--- src/rtl/lsu_pkg.sv ---
// Shared types, funct3 encodings and store-lane helpers for the load/store unit.
package lsu_pkg;

    typedef enum logic [1:0] {
        IDLE = 2'd0,
        REQ  = 2'd1,
        WAIT = 2'd2,
        DONE = 2'd3
    } lsu_state_t;

    localparam logic [2:0] F3_B  = 3'b000;
    localparam logic [2:0] F3_H  = 3'b001;
    localparam logic [2:0] F3_W  = 3'b010;
    localparam logic [2:0] F3_BU = 3'b100;
    localparam logic [2:0] F3_HU = 3'b101;

    // Access size lives in funct3[1:0]; loads and stores share the lane pattern.
    function automatic logic [3:0] lane_be(input logic [2:0] f3, input logic [1:0] off);
        logic [3:0] be;
        case (f3[1:0])
            2'b00:   be = 4'b0001 << off;
            2'b01:   be = 4'b0011 << off;
            default: be = 4'b1111;
        endcase
        return be;
    endfunction

    function automatic logic [31:0] lane_wdata(input logic [2:0] f3, input logic [31:0] d);
        logic [31:0] w;
        case (f3[1:0])
            2'b00:   w = {4{d[7:0]}};
            2'b01:   w = {2{d[15:0]}};
            default: w = d;
        endcase
        return w;
    endfunction

endpackage

--- src/rtl/load_extend.sv ---
// Selects the addressed byte/halfword of a read word and sign- or zero-extends it.
module load_extend
    import lsu_pkg::*;
(
    input  logic [31:0] rdata,
    input  logic [1:0]  offset,
    input  logic [2:0]  funct3,
    output logic [31:0] data
);

    logic [31:0] shifted;

    always_comb begin
        shifted = rdata >> {offset, 3'b000};
        data    = rdata;
        case (funct3)
            F3_B:    data = {{24{shifted[7]}}, shifted[7:0]};
            F3_H:    data = {{16{shifted[15]}}, shifted[15:0]};
            F3_BU:   data = {24'd0, shifted[7:0]};
            F3_HU:   data = {16'd0, shifted[15:0]};
            default: data = rdata;
        endcase
    end

endmodule

--- src/rtl/load_store_unit.sv ---
// RV32I data-memory stage: req/gnt/rvalid handshake, store lane steering,
// load extension, core stall and transaction timeout.
module load_store_unit
    import lsu_pkg::*;
#(
    parameter int TIMEOUT_CYCLES = 64
) (
    input  logic        clk,
    input  logic        rst_n,
    input  logic        mem_read,
    input  logic        mem_write,
    input  logic [2:0]  funct3,
    input  logic [31:0] Alu_out,
    input  logic [31:0] rdata2,
    output logic [31:0] load,
    output logic        stall,
    output logic        addr_fault,
    output logic        bus_err,
    output logic        dmem_req,
    output logic        dmem_we,
    output logic [31:0] dmem_addr,
    output logic [3:0]  dmem_be,
    output logic [31:0] dmem_wdata,
    input  logic        dmem_gnt,
    input  logic        dmem_rvalid,
    input  logic [31:0] dmem_rdata
);

    localparam int CNT_W = $clog2(TIMEOUT_CYCLES + 1);

    lsu_state_t       state_q, state_d;
    logic [CNT_W-1:0] cnt_q, cnt_d;
    logic [31:0]      addr_q, addr_d;
    logic [31:0]      wdata_q, wdata_d;
    logic [31:0]      load_q, load_d;
    logic [3:0]       be_q, be_d;
    logic [2:0]       f3_q, f3_d;
    logic [1:0]       off_q, off_d;
    logic             we_q, we_d;
    logic             bus_err_q, bus_err_d;

    logic             mem_op, bad_op, accept, timed_out, capture, abort;
    logic [31:0]      ext_data;

    load_extend u_load_extend (
        .rdata  (dmem_rdata),
        .offset (off_q),
        .funct3 (f3_q),
        .data   (ext_data)
    );

    // Illegal encodings and misalignment are rejected before any bus access.
    always_comb begin
        bad_op = 1'b0;
        case (funct3)
            F3_B:    bad_op = 1'b0;
            F3_BU:   bad_op = mem_write;
            F3_H:    bad_op = Alu_out[0];
            F3_HU:   bad_op = mem_write | Alu_out[0];
            F3_W:    bad_op = |Alu_out[1:0];
            default: bad_op = 1'b1;
        endcase
    end

    assign mem_op     = mem_read | mem_write;
    assign addr_fault = mem_op & bad_op;
    assign accept     = (state_q == IDLE) & mem_op & ~bad_op;
    assign timed_out  = (cnt_q == CNT_W'(TIMEOUT_CYCLES - 1));

    always_ff @(posedge clk or negedge rst_n) begin
        if (!rst_n) begin
            state_q <= IDLE;
        end else begin
            state_q <= state_d;
        end
    end

    // A completing handshake wins over a timeout expiring in the same cycle.
    always_comb begin
        state_d = state_q;
        capture = 1'b0;
        abort   = 1'b0;
        unique case (state_q)
            IDLE: if (accept) state_d = REQ;
            REQ: begin
                if (dmem_gnt && (we_q || dmem_rvalid)) begin
                    state_d = DONE;
                    capture = ~we_q;
                end else if (timed_out) begin
                    state_d = DONE;
                    abort   = 1'b1;
                end else if (dmem_gnt) begin
                    state_d = WAIT;
                end
            end
            WAIT: begin
                if (dmem_rvalid) begin
                    state_d = DONE;
                    capture = 1'b1;
                end else if (timed_out) begin
                    state_d = DONE;
                    abort   = 1'b1;
                end
            end
            DONE:    state_d = IDLE;
            default: state_d = IDLE;
        endcase
    end

    always_comb begin
        stall    = 1'b0;
        dmem_req = 1'b0;
        case (state_q)
            IDLE: stall = accept;
            REQ: begin
                stall    = 1'b1;
                dmem_req = 1'b1;
            end
            WAIT:    stall = 1'b1;
            default: stall = 1'b0;
        endcase
    end

    always_comb begin
        addr_d    = addr_q;
        wdata_d   = wdata_q;
        be_d      = be_q;
        f3_d      = f3_q;
        off_d     = off_q;
        we_d      = we_q;
        load_d    = load_q;
        bus_err_d = abort;
        if (accept) begin
            addr_d  = {Alu_out[31:2], 2'b00};
            off_d   = Alu_out[1:0];
            f3_d    = funct3;
            we_d    = mem_write;
            be_d    = lane_be(funct3, Alu_out[1:0]);
            wdata_d = lane_wdata(funct3, rdata2);
        end
        if (capture) begin
            load_d = ext_data;
        end else if (abort) begin
            load_d = '0;
        end
        if ((state_q == REQ || state_q == WAIT) && (state_d == REQ || state_d == WAIT)) begin
            cnt_d = cnt_q + CNT_W'(1);
        end else begin
            cnt_d = '0;
        end
    end

    always_ff @(posedge clk or negedge rst_n) begin
        if (!rst_n) begin
            cnt_q     <= '0;
            addr_q    <= '0;
            wdata_q   <= '0;
            be_q      <= '0;
            f3_q      <= '0;
            off_q     <= '0;
            we_q      <= 1'b0;
            load_q    <= '0;
            bus_err_q <= 1'b0;
        end else begin
            cnt_q     <= cnt_d;
            addr_q    <= addr_d;
            wdata_q   <= wdata_d;
            be_q      <= be_d;
            f3_q      <= f3_d;
            off_q     <= off_d;
            we_q      <= we_d;
            load_q    <= load_d;
            bus_err_q <= bus_err_d;
        end
    end

    assign load       = load_q;
    assign bus_err    = bus_err_q;
    assign dmem_we    = we_q;
    assign dmem_addr  = addr_q;
    assign dmem_be    = be_q;
    assign dmem_wdata = wdata_q;

endmodule

--- config.mk ---
export PLATFORM = sky130hd
export DESIGN_NAME = load_store_unit
export DESIGN_NICKNAME = d
export VERILOG_FILES = /design/src/rtl/lsu_pkg.sv /design/src/rtl/load_extend.sv /design/src/rtl/load_store_unit.sv
export SDC_FILE = /design/constraint.sdc
export NUM_CORES = 1
export LEC_CHECK = 0
export BUFFER_PORTS_ARGS = -buffer_cell sky130_fd_sc_hd__buf_4
export CORE_ASPECT_RATIO = 1.2
export CORE_MARGIN = 5
export CORE_UTILIZATION = 49
export DETAILED_ROUTE_END_ITERATION = 8
export GPL_TIMING_DRIVEN = 0
export PLACE_DENSITY = 0.81
export REMOVE_ABC_BUFFERS = 1
export SKIP_LAST_GASP = 1
export SYNTH_ARGS = -nofsm -noshare
export SYNTH_HDL_FRONTEND = slang
export SYNTH_SLANG_ARGS = --single-unit
--- constraint.sdc ---
create_clock -name clk -period 2.5 [get_ports clk]
set_input_delay 0.375 -clock clk [delete_from_list [all_inputs] [get_ports clk]]
set_output_delay 0.375 -clock clk [all_outputs]
set_load 0.005 [all_outputs]
Word level (Yosys, flattened, before mapping)
Cells that the tools add are included.
- bitwise operators: 7
- $add $sub $neg: 1
- muxes and demuxes: 23
- shift-type cells: 3
- equal/unequal tests: 14
- reduce and logical (&&, ||, !) cells: 12
- operators with widths (cell ; count):
    $pmux W32 S4 ; 1
    $mux W32 ; 2
    $pmux W32 S2 ; 1
    $shr A32 B5 Y16 ; 1
    $eq A3 B3 Y1 const B ; 4
    $mux W2 ; 6
    $pmux W2 S4 ; 1
    $pmux W4 S2 ; 1
    $add A7 B1 Y7 const B ; 1
    $eq A7 B6 Y1 const B ; 1
    $mux W7 ; 1
    $eq A2 B1 Y1 const B ; 3
    $eq A2 B2 Y1 const B ; 3
    $eq A3 B1 Y1 const B ; 2
    $logic_not A3 Y1 ; 2
    $mux W1 ; 6
    $pmux W1 S2 ; 3
    $pmux W1 S5 ; 1
    $logic_not A2 Y1 ; 2
    $reduce_or A2 Y1 ; 2
    $shl A1 B2 Y4 const A ; 1
    $shl A2 B2 Y4 const A ; 1
    $and A1 B1 Y1 ; 3
    $eq A3 B2 Y1 const B ; 1
    other kinds (5) ; 10
- input port bits: 105
- bits in registers: 114
- output and inout port bits: 105

Longest topological paths before layout
- word-level depth: 10
- depth in mapped cells: 9
- depth with buffers taken out: 7

Modules after synthesis
Synthesis repeated with hierarchy kept, for this count alone.
- cells, all modules: 571
- area, all modules: 5447.7 µm²
- modules (own cells, without submodules) (module ; seq. area each (µm²) ; area an instance (µm²) ; cells each ; times used):
    load_store_unit ; 2852.7 ; 4755.8 ; 465 ; 1
    load_extend ; 0.0 ; 691.9 ; 106 ; 1

Worst setup path after synthesis
OpenSTA, ideal clock, no wires.
- path kind: register to register
- start point: register state_q[1]
- end point: register load_q[16] (netlist: load[16])
- required time: 2.374 ns
- arrival: 2.021 ns
- stages on the path, launching flop included: 9
- buffers on the path: 2
- library setup time: 0.126 ns
- slack: 0.353 ns
- path through: dfrtp_1 > inv_1 > ha_1 > and3b_1 > o211ai_1 > buf_2 > nor2_1 > clkbuf_1 > a221o_1
- cells in the longest elaborated chain, start to end: 3
- elaborated cells on any way between the ends: 6
- those cells by class: eq/ne: 2; mux: 3; reduce/logical: 1
- RTL lines (item ; line ; source):
    start, declared ; load_store_unit.sv:31 ; lsu_state_t state_q, state_d;
    start signal, assigned ; load_store_unit.sv:74 ; state_q <= state_d;
    $eq A2 B2 Y1 or $eq A2 B1 Y1 (tied branches) ; load_store_unit.sv:83 ; unique case (state_q)
    $pmux W1 S2 ; load_store_unit.sv:83 ;
    $mux W32 or $reduce_bool A2 Y1 (tied branches) ; n/a ;
    end signal, assigned ; load_store_unit.sv:172 ; load_q <= load_d;
    end, declared ; load_store_unit.sv:35 ; logic [31:0] load_q, load_d;
Several ways; a longest one is shown, not always the timed one.
A chain may end at the register's enable or synchronous reset.

Worst setup path in the final report
- start point: register state_q[1]
- end point: output stall
- cells in the longest elaborated chain, start to end: 4
- elaborated cells on any way between the ends: 7
- those cells by class: eq/ne: 2; mux: 1; bitwise: 2; reduce/logical: 2
- RTL lines (item ; line ; source):
    $logic_not A2 Y1 ; load_store_unit.sv:67, load_store_unit.sv:113 ;
    $and A1 B1 Y1 (2 in series) ; load_store_unit.sv:67 ; assign accept = (state_q == IDLE) & mem_op & ~bad_op;
    $pmux W1 S2 * ; load_store_unit.sv:113 ; case (state_q)
    end, declared ; load_store_unit.sv:16 ; output logic stall,
Mark *: on every way between the ends. The rest lies on a longest branch, timed or not.

==> results.md <==
* Status: finished, final reports clean
* RePlAce Congestion at 0.891
* Clock Pin Slew Worst Setup and Hold Paths at 50 ps
* Post-synth top area cell: dfrtp_1
* Vias at 4,939
* Count of different cell masters after synthesis at 42
* Synth-to-Final Area Change at 45.8%
* RSZ-0062 raised after global routing: no
* Ranking of synthesized cells by area: dfrtp_1 54%, nand2_1 11%, mux2i_1 6.2%
* RR Endpoint: cnt_q[6]
* Vias in the first global route at 4,985
* Vias/cell at 5.47
* Count leader, synth: nand2_1
* Worst Setup End Kind: primary output
* First-pass iteration count of the detailed router at 5
* Register area at 2860 sq um
* Num Clock Sinks at 114
* Main synth FF type: dfrtp_1
* Crit Path Category: reg2out
* Pleak at 3.89 nW
* Async set or reset register ratio after synthesis at 1.00
* Clock skew at 8.07 ps
* Area of the multi-input gates at 2310 sq um
* Clock buffer count from CTS at 17
* WL final at 15,700 um
* Final hold violation count at 0
* H-tree depth at 4
* VDD IR-drop max at 0.885 mV
* Final cell utilization of the core at 0.731
* Crit-path max cell delay at 440 ps
* IO buf count at 207
* Initial Util at 0.501
* Reg2Reg Setup Slack at 200 ps
* Largest net degree at the start of global routing at 64
* Slew margin rel. at 0.310
* Initial antenna violation count at 0
* Hold Path Class: in2async
* Number of synthesized flops with an enable pin at 0
* Worst-Margin Slew at 1030 ps
* Clock Latency Late Sink at 400 ps
* Avg Inst Size Synth at 9.49 sq um
* Fill count at 751
* First-pass GRT wire length at 25,100 um
* Layout cells sized above 1 at 0.344
* Total track usage at 0.242
* Die area at 13,000 sq um
* Final #Nets at 872
* Crit path launch type: register
* Worst Path Max Fanout at 40
* DPL Wire Length at 10,900 um
* CP max-delay cell: dfrtp_2
* Slew Limit Fails at 0
* Final Cycle Share at 0.955
* Rows at 41
* Clock Tree Root: clkbuf_16
* CTS tree: built
* Post-CTS Hold Buffers at 0
* Core region area at 10,600 sq um
* Cell count after synthesis at 558
* Max-Cap Viols at 0
* Worst EP arrival at 2010 ps
* Setup violations, final at 0
* Detailed Route Iter0 Violations at 228
* Cell Pwr Density at 1240 nW/um^2
* Min Tclk post-route at 2390 ps
* Ant. Diodes at 0
* Residual DRC at 0
* Clock Path Buffers at 2
* Worst r2r src: state_q[1]
* WL per Instance at 17.3 um
* Ys Warns at 0
* Congestion Overflow GR at 0
* Pre-CTS setup slack at -962 ps
* FF+latch count, synth at 114
* Most instantiated cells after synthesis: 152 x nand2_1, 114 x dfrtp_1, 49 x nor2_1
* Die width at 105 um
* Register area share after synthesis at 0.539
* Setup ws final at 113 ps
* Antenna viol nets, final at 0
* Fmax at 419 MHz
* Die Y at 124 um
* FF-to-FF path depth at 8
* WP data required at 2120 ps
* # IOs at 210
* Top cell type's share of synthesized area at 0.539
* Mapped Area at 5300 sq um
* Critical Path, Cell by Cell: inv_1 > ha_1 > o21ai_2 > nand2b_4 > buf_12 > a21oi_1 > buf_4
final cells by class:
class,count,share of cell area
Sequential cell,114,0.370
Tap cell,129,0.0209
Inverter,10,0.00486
Timing Repair Buffer,218,0.223
Clock buffer,20,0.0579
Clock inverter,11,0.0240
Multi-Input combinational cell,401,0.300
sequential cells by signal (all words and copies together), names as in the netlist:
signal / flops
dmem_wdata: 32
load: 32
dmem_addr: 30
cnt_q: 7
dmem_be: 4
f3_q: 3
off_q: 2
state_q: 2
bus_err: 1
dmem_we: 1
cell usage in the layout, fill, tap and decap left out, drive strengths merged, types with 2 or more instances in the layout:
master      n
bufinv      5
mux2i      33
or4         2
o21bai      2
xor2        2
nand2     152
ha          5
o21ai      25
a21oi      48
o22ai       6
xnor2       3
nor2       49
nor3       15
nand3b      2
o211ai      3
clkbuf     20
a221o      23
a21boi      6
a31oi       4
nand3       2
buf       218
nand2b      4
dfrtp     114
conb        2
clkinvlp    2
inv         9
nor2b       2
clkinv      5
where the power goes:
part / switching (W) / leakage, nW / internal [W] / total, W
Combinational: 0.00168 / 2.18 / 0.00195 / 0.00363
Clock: 0.000829 / 0.306 / 0.00178 / 0.00261
Sequential: 0.000646 / 1.41 / 0.00269 / 0.00333
layer usage:
| layer | vias up | global-route usage | share of wire |
|---|---|---|---|
| li1 | 2325 | - | - |
| met2 | 253 | 0.402 | 0.50 |
| met3 | 26 | 0.110 | 0.11 |
| met5 | - | 0 | 0 |
| met1 | 2335 | 0.284 | 0.37 |
| met4 | 0 | 0.0711 | 0.014 |
worst max-delay path, delay by kind of cell, from the launching register on:
kind / cells / cell delay [ps]
DFF: 1 / 440
buffers and inverters: 3 / 390
adders and majority gates: 1 / 260
AOI/OAI and AO/OA: 2 / 320
and+or+nand+nor: 1 / 180
worst max-delay path by stage:
stage / endpoint / slack [ps] / start / depth (start not counted)
finish: stall / 110 / state_q[1] / 7
global route: stall / 1 / state_q[1] / 7
CTS: cnt_q[5] / 20 / state_q[1] / 8
detailed placement: load[14] / -960 / state_q[1] / 7
global placement: cnt_q[6] / -1030 / funct3[0] / 6
floorplan: cnt_q[6] / -260 / funct3[0] / 5
cells by family after synthesis:
group / Yosys count / synth area share
compound gates: 122 / 0.157
xor+xnor: 5 / 0.00969
fa+ha+maj: 5 / 0.0118
buf+inv: 46 / 0.0369
flops: 114 / 0.539
mux: 34 / 0.0666
other cells: 1 / 0.000708
simple gates: 231 / 0.179
through the flow:
stage	total power (W)	setup TNS, ps	std cells	hold slack (ps)	instance area, sq um
floorplan	0.00483	-3280	523	79.4	5140
global placement	0.00666	-71830	859	451	6860
detailed placement	0.00687	-29300	863	460	6960
CTS	0.00964	0	901	26.1	7690
global route	0.0102	0	903	47.9	7720
finish	0.00957	0	903	4.78	7720
timing repair:
action / 4_1_cts / 5_1_grt
cloned: 2 / 0
resized for setup: 7 / 3
pin swaps: 2 / 0
buffers inserted: 5 / 2
endpoints found under the setup margin: 40 / 31
Note: power is estimated with default switching activity, not from simulation.
